[src/rtl/demux2x32_buf.sv]
// demux2x32_buf: steers each offered word into one of two valid/ready output FIFOs by select bit s.
module demux2x32_buf #(
    parameter int WIDTH = 32,
    parameter int DEPTH = 2,
    localparam int AW = $clog2(DEPTH)
) (
    input  logic             clk,
    input  logic             rst,
    input  logic             s,
    input  logic [WIDTH-1:0] a,
    input  logic             a_valid,
    output logic             a_ready,
    output logic [WIDTH-1:0] y0,
    output logic             y0_valid,
    input  logic             y0_ready,
    output logic [WIDTH-1:0] y1,
    output logic             y1_valid,
    input  logic             y1_ready,
    output logic [AW:0]      cnt0,
    output logic [AW:0]      cnt1
);
    logic [WIDTH-1:0] mem [2][DEPTH];
    logic [AW-1:0]    wptr [2];
    logic [AW-1:0]    rptr [2];
    logic [AW:0]      cnt [2];
    logic [1:0]       full, push, pop;
    // a_ready looks only at the selected FIFO, so a stalled consumer never blocks the other path
    assign full     = {cnt[1] == (AW+1)'(DEPTH), cnt[0] == (AW+1)'(DEPTH)};
    assign a_ready  = ~full[s];
    assign push     = {a_valid & a_ready & s, a_valid & a_ready & ~s};
    assign pop      = {y1_ready & y1_valid, y0_ready & y0_valid};
    assign y0       = mem[0][rptr[0]];
    assign y1       = mem[1][rptr[1]];
    assign y0_valid = cnt[0] != '0;
    assign y1_valid = cnt[1] != '0;
    assign cnt0     = cnt[0];
    assign cnt1     = cnt[1];
    always_ff @(posedge clk or posedge rst) begin
        if (rst) begin
            for (int k = 0; k < 2; k++) begin
                wptr[k] <= '0;
                rptr[k] <= '0;
                cnt[k]  <= '0;
                for (int i = 0; i < DEPTH; i++) mem[k][i] <= '0;
            end
        end else begin
            for (int k = 0; k < 2; k++) begin
                if (push[k]) begin
                    mem[k][wptr[k]] <= a;
                    wptr[k]         <= wptr[k] + 1'b1;
                end
                if (pop[k]) rptr[k] <= rptr[k] + 1'b1;
                if (push[k] != pop[k]) cnt[k] <= push[k] ? cnt[k] + 1'b1 : cnt[k] - 1'b1;
            end
        end
    end
endmodule

[config.mk]
export PLATFORM = sky130hd
export DESIGN_NAME = demux2x32_buf
export DESIGN_NICKNAME = d
export VERILOG_FILES = /design/src/rtl/demux2x32_buf.sv
export SDC_FILE = /design/constraint.sdc
export NUM_CORES = 1
export LEC_CHECK = 0
export CAP_MARGIN = 20
export CORE_AREA = 5 5 130 107
export CTS_CLUSTER_DIAMETER = 120
export DETAILED_ROUTE_END_ITERATION = 8
export DIE_AREA = 0 0 135 112
export PLACE_DENSITY = 0.76
export SYNTH_ARGS = -nofsm -noshare
export SYNTH_HDL_FRONTEND = slang
export SYNTH_SLANG_ARGS = --single-unit
export TNS_END_PERCENT = 1
[constraint.sdc]
create_clock -name clk -period 6.95 [get_ports clk]
set_clock_uncertainty 0.1 [all_clocks]
set_input_delay 1.0425 -clock clk [delete_from_list [all_inputs] [get_ports clk]]
set_output_delay 1.0425 -clock clk [all_outputs]
set_load 0.02 [all_outputs]
==> flow_metrics.py, run 1 <==
metrics = {
    "routing": {
        "first_iter_violations": 184,
        "vias": 3537,
        "vias_per_cell": 5.19,
        "wirelength_mm": 12.8,
        "postRouteAntennaNets": 0,
        "drc": 0,
        "first_pass_iters": 4,
        "drt-wirelength-per-cell_um": 18.8,
    },
    "sta": {
        "grt_setup_unrepaired": "no",
        "slew_headroom": 0.269,
        "fmax_mhz": 276,
        "layout_setup_ws_ns": 3.32,
        "min_period_ns": 3.63,
        "hold_violations": 0,
        "finalCritPeriodShare": 0.522,
        "tightest_slew_ns": 1.10,
        "drv_slew": 0,
        "timing.setup.tns_ns": 0,
        "setup_viol": 0,
    },
    "final_layout": {
        "final_cells": 682,
        "drive_above_1_share": 0.460,
        "antenna_cells": 0,
        "area.growth.synth_to_final_pct": 27.9,
        "fin_nets": 535,
        "postLayoutCoreUtil": 0.623,
    },
    "yosys": {
        "synth_area_leaders": "dfrtp_1, mux2_2, mux2_4",
        "synth-simple-area-share": 0.0240,
        "syn_avg_cell_area_sq_um": 15.8,
        "synth_commonest_cells": "mux2_2, dfrtp_1, mux2_4",
        "synthAdderAreaFrac": 0,
        "synth_nets": 424,
        "netlist_instances": 386,
        "synth.top_cell.area_share": 0.557,
        "synth_ff_type": "dfrtp_1",
        "ys_seq_area_frac": 0.557,
        "yosysUniqueCellTypes": 26,
        "yosysWarnings": 0,
        "ys_seq_elements": 136,
        "yosys.area.top_type": "dfrtp_1",
        "synth_xor_area_frac": 0.00287,
        "synth_edf_count": 0,
        "async_flop_share": 1.00,
        "yosysMostFrequentCell": "mux2_2",
        "synth_mux_area_frac": 0.377,
        "synth-compound-area-share": 0.0111,
        "synth_top_family_by_area": "multiplexers",
        "syn_area_sq_mm": 0.00611,
    },
    "floorplan": {
        "rows": 37,
        "start_util": 0.487,
        "die_h_um": 112,
        "die_w_um": 135,
        "die_area_sq_mm": 0.0151,
        "design.portCount": 109,
        "fp.coreArea_sq_mm": 0.0125,
    },
    "power_and_ir_drop": {
        "swShare": 0.331,
        "vdd_ir_drop_max_uv": 321,
        "seq_power_share": 0.346,
        "leakage_nw": 3.33,
        "p_per_area_mw_per_mm2": 523,
        "comb_power_share": 0.468,
        "clkPwrFrac": 0.186,
        "switching_power_mw": 1.35,
        "intPower_mw": 2.73,
    },
    "place": {
        "routabilityCongestion": 0.765,
        "hpwl_mm": 8.13,
        "place_ws_ns": 3.32,
        "port_buffers": 108,
        "dpl.cell_count": 652,
    },
    "global_routing": {
        "grt_antenna_before_repair": 0,
        "grt_max_degree": 81,
        "track_usage": 0.177,
        "grt_overflow": 0,
        "grt_pass1_wl_mm": 21.2,
        "grt_pass1_vias": 3946,
    },
    "clock_tree": {
        "clk_path_buf_depth": 2,
        "post_cts_buffers": 0,
        "cts_buffers": 17,
        "clk-insertion-delay-late_ns": 0.40,
        "clk_pin_slew_ns": 0.05,
        "post_cts_resized": 0,
        "cts_hold_buf": 0,
        "clock_sinks": 136,
        "cts_tree": "done",
        "htreeDepth": 4,
        "clock-root-buffer": "clkbuf_16",
    },
    "setup_path": {
        "crit_path_end_kind": "primary output",
        "arrival_ns": 2.49,
        "required_ns": 5.81,
        "cp_max_fo": 6,
        "worstSetupPathType": "primary input to primary output",
        "critPathLaunchType": "primary input",
    },
    "min_path": {
        "min_path_type": "register to register",
    },
    "run_status": {
        "outcome": "complete, no violations",
    },
    "run": {
        "cap_violations": 0,
    },
}
-- flip-flops by register name, summed over array words and instances (netlist names) --
name,cells
cnt0,2
cnt1,2
mem,128
rptr,2
wptr,2
-- power by group through the flow --
stage	Combinational, mW	Clock, mW	Sequential [mW]
after global routing	2.02	0.814	1.47
after floorplan	1.25	0	1.31
after global placement	1.89	0	1.39
final	1.91	0.759	1.41
after CTS	1.94	0.777	1.42
after detailed placement	1.92	0	1.42
-- per-layer routing --
metal  up-vias  track usage  wire (um)
met5         -            0          0
met4         0       0.0531        130
met3        12       0.0501        702
met2        88        0.271       5870
met1      1827        0.248       6110
li1       1610            -          -
-- worst paths after layout --
kind | end | cells after the start | slack, ns | startpoint
setup / recovery | a_ready | 3 | 3.32 | s
setup reg to reg | mem[103] | 4 | 4.51 | cnt0[1]
min in group asynchronous | mem[109] | 2 | 0.97 | rst
hold / removal | mem[10] | 1 | 0.40 | mem[10]
hold reg to reg | mem[10] | 1 | 0.40 | mem[10]
max in group asynchronous | mem[102] | 4 | 4.68 | rst
-- layout make-up --
type | count | area (sq um)
timing repair buffer | 114 | 1150
clock inverter | 5 | 27.5
sequential | 136 | 3400
multi-input combinational | 227 | 2550
tap | 175 | 219
clock buffer | 24 | 462
fill | 952 | 4730
inverter | 1 | 8.76
-- cells by family (layout without fill, tap and decap cells) --
kind of cell           Yosys count  count (layout)
AO/OA/AOI/OAI                   12              12
multiplexers                   194             194
XOR/XNOR                         2               2
flip-flops                     136             136
buffers and inverters           23             144
AND/OR/NAND/NOR                 19              19
-- worst max-delay path: stages --
cell and delay, ns:
clkdlybuf4s50_1 0.59, mux2i_1 0.23, clkdlybuf4s50_1 0.63
-- placed cells by master (no fill, tap or decap), drive strengths merged, types with 2 or more instances in the layout --
cell type	instances
nor2b	3
dfrtp	136
clkdlybuf4s50	108
or2	2
mux2i	2
xnor2	2
nor3	2
or3b	2
buf	6
mux2	192
a21oi	4
nand2	3
o21ai	5
o211ai	3
clkinv	4
clkbuf	24
nand2b	3
-- through the flow --
stage / hold slack (ns) / total power, mW / cell area [sq um]
after global routing: 0.416 / 4.30 / 7810
after floorplan: 0.374 / 2.56 / 6110
after detailed placement: 0.389 / 3.34 / 7300
final: 0.400 / 4.09 / 7810
after global placement: 0.381 / 3.29 / 7300
after CTS: 0.401 / 4.13 / 7790
Note: power is estimated with default switching activity, not from simulation.
==> run 2: changes to the inputs <==
- CORE_AREA: 5 5 130 107 -> 5 5 133 109
- DIE_AREA: 0 0 135 112 -> 0 0 138 114
- clock period: 6.95 -> 3.1 ns (I/O delays scaled with it)
==> flow_metrics.py, run 2 (synthesis gave the netlist of run 1 again) <==
metrics = {
    "sta": {
        "grt_setup_unrepaired": "no",
        "setup_viol": 0,
        "slew_headroom": 0.520,
        "holdWs_ns": 0.398,
        "drv_slew": 0,
        "min_period_ns": 2.67,
        "tightest_slew_ns": 0.720,
        "timing.setup.tns_ns": 0,
        "hold_violations": 0,
        "finalCritPeriodShare": 0.861,
        "fmax_mhz": 375,
    },
    "final_layout": {
        "layout_common_cells": "mux2_2, dfrtp_1, clkdlybuf4s50_1",
        "final_area_sq_mm": 0.00797,
        "postLayoutCoreUtil": 0.603,
        "regMostFlops": "mem",
        "area.growth.synth_to_final_pct": 30.4,
        "antenna_cells": 0,
        "final_common_cell": "mux2_2",
        "largest_register_ffs": 128,
        "fin_nets": 541,
        "drive_above_1_share": 0.482,
    },
    "clock_tree": {
        "clock_sinks": 136,
        "cts_buffers": 17,
        "post_cts_buffers": 0,
        "cts_hold_buf": 0,
        "post_cts_resized": 0,
        "clock-root-buffer": "clkbuf_16",
        "clk_path_buf_depth": 2,
        "cts_tree": "done",
        "clk_pin_slew_ns": 0.06,
        "htreeDepth": 4,
        "clk-insertion-delay-late_ns": 0.40,
    },
    "place": {
        "hpwl_mm": 8.49,
        "port_buffers": 108,
        "dpl-instance-area_sq_mm": 0.00738,
        "routabilityCongestion": 0.765,
    },
    "global_routing": {
        "track_usage": 0.173,
        "grt_pass1_wl_mm": 21.5,
        "grtUsageMet2": 0.270,
        "grt_max_degree": 137,
        "grt_use_met1": 0.233,
        "grt_overflow": 0,
        "grt_busiest_layer": "met2",
        "grtUsageMet3": 0.0545,
        "grt_pass1_vias": 4017,
        "grt_antenna_before_repair": 0,
    },
    "setup_path": {
        "r2r_start": "cnt0[1]",
        "critPathLaunchType": "register",
        "ff2ff_path_depth": 4,
        "arrival_ns": 2.10,
        "required_ns": 2.53,
        "crit_path_end_kind": "primary output",
        "reg2reg_slack_ns": 1.14,
        "worstSetupPathType": "register to primary output",
        "rr_endpoint": "mem[80]",
        "cp_max_fo": 24,
    },
    "routing": {
        "vias_per_cell": 5.11,
        "wirelength_mm": 12.9,
        "first_pass_iters": 4,
        "drt-wirelength-per-cell_um": 18.6,
        "first_iter_violations": 176,
        "drc": 0,
        "vias": 3551,
        "postRouteAntennaNets": 0,
    },
    "min_path": {
        "whs_path_depth": 1,
        "min_path_type": "register to register",
        "min_from": "mem[75]",
        "hold_end": "mem[75]",
    },
    "run": {
        "cap_violations": 0,
    },
    "floorplan": {
        "fp.coreArea_sq_mm": 0.0132,
        "rows": 38,
        "die_h_um": 114,
        "design.portCount": 109,
        "start_util": 0.462,
        "die_area_sq_mm": 0.0157,
        "die_w_um": 138,
    },
    "power_and_ir_drop": {
        "swShare": 0.324,
        "comb_power_share": 0.467,
        "switching_power_mw": 3.06,
        "leakage_nw": 3.40,
        "intPower_mw": 6.39,
        "vdd_ir_drop_max_uv": 748,
        "clkPwrFrac": 0.207,
        "seq_power_share": 0.326,
        "p_per_area_mw_per_mm2": 1190,
        "p_total_mw": 9.45,
    },
    "run_status": {
        "outcome": "complete, no violations",
    },
}
run 2: power by group through the flow:
stage / registers, mW / clock network (mW) / logic, mW
after floorplan: 2.93 / 0 / 2.80
after global placement: 3.04 / 0 / 4.37
after detailed placement: 3.10 / 0 / 4.45
after CTS: 3.08 / 2.00 / 4.48
after global routing: 3.18 / 2.09 / 4.69
final: 3.08 / 1.96 / 4.41
run 2: how the worst max path moves through the flow:
stage	to	from	slack (ns)	cells past startpoint
after floorplan	cnt0[0]	rst	0.84	1
after global placement	mem[12]	a_valid	0.63	5
after detailed placement	mem[9]	a_valid	0.59	5
after CTS	y1[7]	rptr[0]	0.41	3
after global routing	y1[18]	rptr[0]	0.36	3
final	y1[14]	rptr[0]	0.43	3
run 2: area by class of cell:
type                       instances  area (sq um)
timing repair buffer             120          1200
multi-input combinational        227          2550
clock inverter                     7          65.1
fill                            1035          5250
tap                              180           225
sequential                       136          3410
inverter                           1          7.51
clock buffer                      24           522
run 2: stage by stage:
stage               instances  worst slack (ns)
floorplan                 386             0.842
finish                    695             0.431
CTS                       695             0.406
global placement          664             0.633
detailed placement        664             0.588
global route              695             0.360
run 2: critical path, cell delays in order (launching register included):
cell	delay (ns)
dfrtp_2	0.53
buf_12	0.24
mux2_2	0.38
clkdlybuf4s50_1	0.54
run 2: routing by layer:
layer	vias to the layer above	routed length (um)
li1	1621	-
met1	1821	6150
met2	94	5940
met3	15	681
met4	0	161
met5	-	0
